## src/rtl/multicycle_ctrl_fsm_pkg.sv

```systemverilog
// Shared types and opcode constants for the multi-cycle RV32I control sequencer.
package multicycle_ctrl_fsm_pkg;

    localparam logic [6:0] OPC_LOAD   = 7'b0000011;
    localparam logic [6:0] OPC_STORE  = 7'b0100011;
    localparam logic [6:0] OPC_BRANCH = 7'b1100011;
    localparam logic [6:0] OPC_LUI    = 7'b0110111;
    localparam logic [6:0] OPC_AUIPC  = 7'b0010111;
    localparam logic [6:0] OPC_JAL    = 7'b1101111;
    localparam logic [6:0] OPC_JALR   = 7'b1100111;
    localparam logic [6:0] OPC_RTYPE  = 7'b0110011;
    localparam logic [6:0] OPC_ITYPE  = 7'b0010011;

    // Widest legal store width (SW); SB/SH/SW are 0..2.
    localparam logic [2:0] F3_SW = 3'b010;

    typedef enum logic [2:0] {
        FETCH,
        DECODE,
        EXEC,
        MEM,
        WB,
        TRAP
    } ctrl_state_e;

    typedef enum logic [1:0] {
        PC_PLUS4,
        PC_BRANCH,
        PC_ALUOUT
    } pc_sel_e;

    typedef enum logic [1:0] {
        WB_ALU,
        WB_MEM,
        WB_PC4
    } wb_sel_e;

    typedef enum logic [1:0] {
        SRC_RS1,
        SRC_PC,
        SRC_ZERO
    } alu_src_a_e;

    typedef enum logic [2:0] {
        ALU_MEM_ADDR,
        ALU_BRANCH,
        ALU_LUI,
        ALU_JUMP,
        ALU_RTYPE,
        ALU_ITYPE_ARITH
    } alu_op_class_e;

    typedef enum logic [2:0] {
        IMM_I,
        IMM_S,
        IMM_B,
        IMM_U,
        IMM_J
    } imm_sel_e;

endpackage

```

## src/rtl/ctrl_opcode_decode.sv

```systemverilog
// Combinational opcode/funct3 classifier feeding the control sequencer.
module ctrl_opcode_decode
    import multicycle_ctrl_fsm_pkg::*;
(
    input  logic [6:0]    opcode_i,
    input  logic [2:0]    funct3_i,
    output alu_op_class_e alu_op_class_o,
    output imm_sel_e      imm_sel_o,
    output logic          is_load_o,
    output logic          is_store_o,
    output logic          is_branch_o,
    output logic          is_jump_o,
    output logic          is_pc_rel_o,
    output logic          is_lui_o,
    output logic          use_imm_o,
    output logic          illegal_o
);

    always_comb begin
        alu_op_class_o = ALU_MEM_ADDR;
        imm_sel_o      = IMM_I;
        is_load_o      = 1'b0;
        is_store_o     = 1'b0;
        is_branch_o    = 1'b0;
        is_jump_o      = 1'b0;
        is_pc_rel_o    = 1'b0;
        is_lui_o       = 1'b0;
        use_imm_o      = 1'b0;
        illegal_o      = 1'b0;
        case (opcode_i)
            OPC_LOAD: begin
                is_load_o = 1'b1;
                use_imm_o = 1'b1;
            end
            OPC_STORE: begin
                is_store_o = 1'b1;
                use_imm_o  = 1'b1;
                imm_sel_o  = IMM_S;
                illegal_o  = (funct3_i > F3_SW);
            end
            OPC_BRANCH: begin
                is_branch_o    = 1'b1;
                alu_op_class_o = ALU_BRANCH;
                imm_sel_o      = IMM_B;
            end
            OPC_LUI: begin
                is_lui_o       = 1'b1;
                use_imm_o      = 1'b1;
                alu_op_class_o = ALU_LUI;
                imm_sel_o      = IMM_U;
            end
            OPC_AUIPC: begin
                is_pc_rel_o    = 1'b1;
                use_imm_o      = 1'b1;
                alu_op_class_o = ALU_JUMP;
                imm_sel_o      = IMM_U;
            end
            OPC_JAL: begin
                is_jump_o      = 1'b1;
                is_pc_rel_o    = 1'b1;
                use_imm_o      = 1'b1;
                alu_op_class_o = ALU_JUMP;
                imm_sel_o      = IMM_J;
            end
            OPC_JALR: begin
                is_jump_o      = 1'b1;
                use_imm_o      = 1'b1;
                alu_op_class_o = ALU_JUMP;
            end
            OPC_RTYPE: begin
                alu_op_class_o = ALU_RTYPE;
            end
            OPC_ITYPE: begin
                use_imm_o      = 1'b1;
                alu_op_class_o = ALU_ITYPE_ARITH;
            end
            default: begin
                illegal_o = 1'b1;
            end
        endcase
    end

endmodule

```

## src/rtl/multicycle_ctrl_fsm.sv

```systemverilog
// Main multi-cycle RV32I sequencer: FSM, memory watchdog and datapath control decode.
//   state  | meaning
//   FETCH  | read instruction at PC, latch into IR on ready
//   DECODE | classify opcode, select immediate, trap if illegal
//   EXEC   | ALU operation; branches resolve and retire here
//   MEM    | load/store data access at ALUOUT; stores retire here
//   WB     | register write-back and PC update; retire
//   TRAP   | halted until reset
module multicycle_ctrl_fsm
    import multicycle_ctrl_fsm_pkg::*;
#(
    parameter int MEM_TIMEOUT = 16
) (
    input  logic       clk,
    input  logic       rst_n,
    input  logic [6:0] opcode_i,
    input  logic [2:0] funct3_i,
    input  logic       branch_taken_i,
    input  logic       mem_ready_i,
    output logic       ir_we_o,
    output logic       pc_we_o,
    output logic [1:0] pc_sel_o,
    output logic       mem_req_o,
    output logic       mem_we_o,
    output logic       mem_addr_sel_o,
    output logic       reg_we_o,
    output logic [1:0] wb_sel_o,
    output logic [1:0] alu_src_a_o,
    output logic       alu_src_b_o,
    output logic [2:0] alu_op_class_o,
    output logic [2:0] imm_sel_o,
    output logic       retire_o,
    output logic       trap_o,
    output logic       trap_cause_o
);

    localparam int              TO_W    = (MEM_TIMEOUT > 0) ? $clog2(MEM_TIMEOUT + 1) : 1;
    localparam logic [TO_W-1:0] TO_LAST = TO_W'((MEM_TIMEOUT > 0) ? MEM_TIMEOUT - 1 : 0);

    ctrl_state_e     r_state;
    ctrl_state_e     w_state_nxt;
    logic [TO_W-1:0] r_wd_cnt;
    logic            r_trap;
    logic            r_trap_cause;

    alu_op_class_e   w_dec_class;
    imm_sel_e        w_dec_imm;
    logic            w_is_load;
    logic            w_is_store;
    logic            w_is_branch;
    logic            w_is_jump;
    logic            w_is_pc_rel;
    logic            w_is_lui;
    logic            w_use_imm;
    logic            w_illegal;

    logic            w_mem_access;
    logic            w_ir_we;
    logic            w_wait;
    logic            w_wd_expire;

    ctrl_opcode_decode u_decode (
        .opcode_i       (opcode_i),
        .funct3_i       (funct3_i),
        .alu_op_class_o (w_dec_class),
        .imm_sel_o      (w_dec_imm),
        .is_load_o      (w_is_load),
        .is_store_o     (w_is_store),
        .is_branch_o    (w_is_branch),
        .is_jump_o      (w_is_jump),
        .is_pc_rel_o    (w_is_pc_rel),
        .is_lui_o       (w_is_lui),
        .use_imm_o      (w_use_imm),
        .illegal_o      (w_illegal)
    );

    assign w_mem_access = (r_state == FETCH) || (r_state == MEM);
    assign w_wait       = w_mem_access && !mem_ready_i;
    assign w_wd_expire  = (MEM_TIMEOUT > 0) && w_wait && (r_wd_cnt == TO_LAST);

    // FETCH is the reset state, so request/IR strobe are masked while rst_n is low.
    assign mem_req_o    = w_mem_access && rst_n;
    assign ir_we_o      = w_ir_we && rst_n;
    assign trap_o       = r_trap;
    assign trap_cause_o = r_trap_cause;

    always_ff @(posedge clk or negedge rst_n) begin
        if (!rst_n) begin
            r_state <= FETCH;
        end else begin
            r_state <= w_state_nxt;
        end
    end

    always_ff @(posedge clk or negedge rst_n) begin
        if (!rst_n) begin
            r_wd_cnt     <= '0;
            r_trap       <= 1'b0;
            r_trap_cause <= 1'b0;
        end else begin
            if (w_wait && (w_state_nxt == r_state)) begin
                r_wd_cnt <= r_wd_cnt + TO_W'(1);
            end else begin
                r_wd_cnt <= '0;
            end
            if ((w_state_nxt == TRAP) && (r_state != TRAP)) begin
                r_trap       <= 1'b1;
                r_trap_cause <= w_wd_expire;
            end
        end
    end

    always_comb begin
        w_state_nxt    = r_state;
        w_ir_we        = 1'b0;
        pc_we_o        = 1'b0;
        pc_sel_o       = PC_PLUS4;
        mem_we_o       = 1'b0;
        mem_addr_sel_o = 1'b0;
        reg_we_o       = 1'b0;
        wb_sel_o       = WB_ALU;
        alu_src_a_o    = SRC_RS1;
        alu_src_b_o    = 1'b0;
        alu_op_class_o = ALU_MEM_ADDR;
        imm_sel_o      = IMM_I;
        retire_o       = 1'b0;
        case (r_state)
            FETCH: begin
                if (mem_ready_i) begin
                    w_ir_we     = 1'b1;
                    w_state_nxt = DECODE;
                end else if (w_wd_expire) begin
                    w_state_nxt = TRAP;
                end
            end
            DECODE: begin
                imm_sel_o   = w_dec_imm;
                w_state_nxt = w_illegal ? TRAP : EXEC;
            end
            EXEC: begin
                imm_sel_o      = w_dec_imm;
                alu_op_class_o = w_dec_class;
                alu_src_b_o    = w_use_imm;
                if (w_is_pc_rel) begin
                    alu_src_a_o = SRC_PC;
                end else if (w_is_lui) begin
                    alu_src_a_o = SRC_ZERO;
                end
                if (w_is_branch) begin
                    pc_we_o     = 1'b1;
                    pc_sel_o    = branch_taken_i ? PC_BRANCH : PC_PLUS4;
                    retire_o    = 1'b1;
                    w_state_nxt = FETCH;
                end else if (w_is_load || w_is_store) begin
                    w_state_nxt = MEM;
                end else begin
                    w_state_nxt = WB;
                end
            end
            MEM: begin
                imm_sel_o      = w_dec_imm;
                mem_addr_sel_o = 1'b1;
                mem_we_o       = w_is_store;
                if (mem_ready_i) begin
                    if (w_is_store) begin
                        pc_we_o     = 1'b1;
                        retire_o    = 1'b1;
                        w_state_nxt = FETCH;
                    end else begin
                        w_state_nxt = WB;
                    end
                end else if (w_wd_expire) begin
                    w_state_nxt = TRAP;
                end
            end
            WB: begin
                imm_sel_o   = w_dec_imm;
                reg_we_o    = 1'b1;
                pc_we_o     = 1'b1;
                retire_o    = 1'b1;
                w_state_nxt = FETCH;
                if (w_is_load) begin
                    wb_sel_o = WB_MEM;
                end else if (w_is_jump) begin
                    wb_sel_o = WB_PC4;
                    pc_sel_o = PC_ALUOUT;
                end
            end
            TRAP: begin
                w_state_nxt = TRAP;
            end
            default: begin
                w_state_nxt = FETCH;
            end
        endcase
    end

endmodule

```

## config.mk

```make
export PLATFORM = sky130hd
export DESIGN_NAME = multicycle_ctrl_fsm
export DESIGN_NICKNAME = d
export VERILOG_FILES = /design/src/rtl/multicycle_ctrl_fsm_pkg.sv /design/src/rtl/ctrl_opcode_decode.sv /design/src/rtl/multicycle_ctrl_fsm.sv
export SDC_FILE = /design/constraint.sdc
export NUM_CORES = 1
export LEC_CHECK = 0
export ABC_AREA = 0
export CAP_MARGIN = 20
export CORE_UTILIZATION = 47
export CTS_CLUSTER_SIZE = 24
export DETAILED_ROUTE_END_ITERATION = 10
export GPL_ROUTABILITY_DRIVEN = 0
export GPL_TIMING_DRIVEN = 0
export PLACE_DENSITY = 0.86
export SETUP_SLACK_MARGIN = 0.15
export SLEW_MARGIN = 20
export SYNTH_ARGS = -nofsm -noshare
export SYNTH_HDL_FRONTEND = slang
export SYNTH_HIERARCHICAL = 1
export SYNTH_SLANG_ARGS = --single-unit
```

## constraint.sdc

```tcl
create_clock -name clk -period 3.4 [get_ports clk]
set_input_delay 0.34 -clock clk [delete_from_list [all_inputs] [get_ports clk]]
set_output_delay 0.34 -clock clk [all_outputs]
set_load 0.03 [all_outputs]
```

==> results.sh <==
export IMPL_route_detailed_drc=0
export IMPL_ys_flop_type="dfrtp_1"
export IMPL_drt_initial_drc_count=39
export IMPL_fin_area_um2=1390
export IMPL_ys_warnings_count=6
export IMPL_final_util_pct=70.9
export IMPL_timing_final_crit_period_ns=3.15
export IMPL_core_area_um2=1960
export IMPL_clockRootBuffer="clkbuf_4"
export IMPL_worst_pin_slew_ns=0.604
export IMPL_num_antenna_cells=0
export IMPL_drt_first_pass_iters=6
export IMPL_ys_seq_area_share_pct=25.4
export IMPL_rsz0062_at_grt="yes"
export IMPL_drive_gt1_share_pct=9.26
export IMPL_top_level_ports=36
export IMPL_finalSetupViolCount=0
export IMPL_yosys_top_cells_count="dfrtp_1, inv_1, nor2_1"
export IMPL_syn_area_um2=983
export IMPL_dp_hpwl_mm=1.95
export IMPL_grt_pass1_wl_mm=3.69
export IMPL_maxSlewViolCount=0
export IMPL_final_period_utilization_pct=92.5
export IMPL_dieArea_um2=2280
export IMPL_yosys_area_top_type_share_pct=25.4
export IMPL_critical_path_class="in2out"
export IMPL_syn_inst=125
export IMPL_synth_avg_cell_area_um2=7.87
export IMPL_worstPathCellList="clkdlybuf4s50_1, clkbuf_1, or4_1, nor3_2, inv_1, nor3_1, o2bb2ai_1, buf_4, dlygate4sd2_1"
export IMPL_routed_wl_mm=2.59
export IMPL_grt_max_degree=13
export IMPL_initial_core_util_pct=50.1
export IMPL_viasPerCell=5.80
export IMPL_critPathMaxFanout=10
export IMPL_path_buf_inv=5
export IMPL_rows=16
export IMPL_antenna_left=0
export IMPL_synth_edf_count=0
export IMPL_max_cap_violations=0
export IMPL_critPathLaunchType="input pin"
export IMPL_clkSlewWorstSetupHoldPaths_ns=0.07
export IMPL_critPathSlowestCell="or4_1"
export IMPL_cts_hold_fix_buffers=0
export IMPL_max_clock_path_buffers=2
export IMPL_critPathTopFamily="buffers and inverters"
export IMPL_synthTopCellsByArea="dfrtp_1, and3b_1, and2_1, nor4_1, a21oi_1"
export IMPL_cts_tree="built"
export IMPL_grt_pass1_vias=891
export IMPL_clock_skew_ns=0.00564
export IMPL_synth_top_cell_by_area="dfrtp_1"
export IMPL_hp_class="in2async"
export IMPL_arrival_ns=2.81
export IMPL_clock_latency_ns=0.27
export IMPL_hold_ws_ns=0.408
export IMPL_final_hold_viol_count=0
export IMPL_ir_drop_mv=0.444
export IMPL_syn_num_nets=141
export IMPL_track_usage_pct=23.1
export IMPL_grt_ovfl_total=0
export IMPL_status="complete, no violations"
export IMPL_ys_ff_latch=10
export IMPL_io_buffers=33
export IMPL_synthToLayoutAreaGrowth_pct=41.3
export IMPL_die_y_um=47.7
export IMPL_cts_buffers=3
export IMPL_via_count=1097
export IMPL_slew_headroom_pct=59.4
export IMPL_die_x_um=47.7
export IMPL_layout_nets=179
export IMPL_place_area_um2=1350
export IMPL_cts_sinks=10
export IMPL_wire_per_inst_um=13.7
export IMPL_ys_types=42
export IMPL_max_freq_mhz=318
export IMPL_end_kind="primary output"
export IMPL_required_ns=3.06
export IMPL_antenna_found_initial=0
export IMPL_slowest_delay_ns=0.62
export IMPL_leakage_nw=0.553
export IMPL_async_flop_share_pct=100
export IMPL_h_tree_depth=1
export IMPL_power_density_nw_per_um2=403
[area by class of cell]
type,count,area [um2]
Buffer,8,51.3
Inverter,10,37.5
Tap cell,27,33.8
Timing Repair Buffer,33,327
Sequential cell,10,250
Fill cell,174,572
Multi-Input combinational cell,97,654
Clock buffer,4,36.3
[per-layer routing]
| layer | part of all wire (%) | vias up | global-route usage, % |
|---|---|---|---|
| met1 | 43 | 519 | 28.3 |
| met5 | 0 | - | 0 |
| met3 | 5.1 | 6 | 2.64 |
| met4 | 1.4 | 0 | 10.6 |
| met2 | 51 | 48 | 40.3 |
| li1 | - | 524 | - |
[final timing paths]
check | startpoint | endpoint | slack [ns] | depth (start not counted)
min in group clk | trap_o$_DFFE_PN0P_ | trap_o$_DFFE_PN0P_ | 0.47 | 1
min reg2reg | trap_o$_DFFE_PN0P_ | trap_o$_DFFE_PN0P_ | 0.47 | 1
min | rst_n | r_state[0]$_DFF_PN0_ | 0.41 | 1
max | opcode_i[2] | retire_o | 0.25 | 9
max in group asynchronous | rst_n | r_wd_cnt[3]$_DFF_PN0_ | 2.64 | 1
max reg2reg | r_wd_cnt[0]$_DFF_PN0_ | r_wd_cnt[2]$_DFF_PN0_ | 1.49 | 6
[registers in the layout (all words and copies together), names as in the netlist]
name and flops:
trap_o 1, r_state 3, trap_cause_o 1, r_wd_cnt 5
[where the power goes]
part | switching (mW) | internal (mW) | total [mW]
clock | 0.0442 | 0.0650 | 0.109
sequential | 0.0161 | 0.133 | 0.149
combinational | 0.179 | 0.124 | 0.303
total | 0.239 | 0.322 | 0.561
[per-stage QoR]
stage	power [mW]	worst slack (ns)	setup TNS, ns	cells
2_1_floorplan	0.363	0.252	0	125
6_report	0.561	0.254	0	189
3_5_place_dp	0.459	-0.0926	-0.0930	185
4_1_cts	0.562	0.185	0	189
3_3_place_gp	0.454	-0.0589	-0.0589	185
5_1_grt	0.598	0.0673	0	189
[what timing repair did]
action / in CTS / in global routing
setup endpoints to repair: 3 / 3
resized for setup: 3 / 2
setup buffers: 0 / 0
[kinds of logic (layout without fill, tap and decap cells)]
group | Yosys count | after routing | share of synthesized area, %
flops | 10 | 10 | 25.4
buf+inv | 18 | 55 | 9.03
fa+ha+maj | 2 | 2 | 2.54
xor+xnor | 4 | 4 | 4.33
simple gates | 67 | 67 | 42.4
compound gates | 24 | 24 | 16.3
[placed cells by master (no fill, tap or decap), types with 3 or more instances in the layout]
| cell | netlist | final |
|---|---|---|
| clkbuf_4 | 0 | 3 |
| nand3_1 | 3 | 3 |
| nand2_1 | 5 | 5 |
| and2_1 | 8 | 8 |
| nor3_1 | 8 | 6 |
| nor4_1 | 7 | 7 |
| nand3b_1 | 5 | 5 |
| o21a_1 | 3 | 3 |
| and3b_1 | 6 | 6 |
| o21ai_0 | 4 | 4 |
| dlygate4sd2_1 | 0 | 3 |
| dfrtp_1 | 10 | 10 |
| clkdlybuf4s50_1 | 0 | 30 |
| inv_1 | 10 | 10 |
| nor2_1 | 9 | 9 |
| and3_1 | 3 | 3 |
| clkbuf_1 | 3 | 3 |
| a21oi_1 | 8 | 8 |
Power figures use the tool's default switching activity.
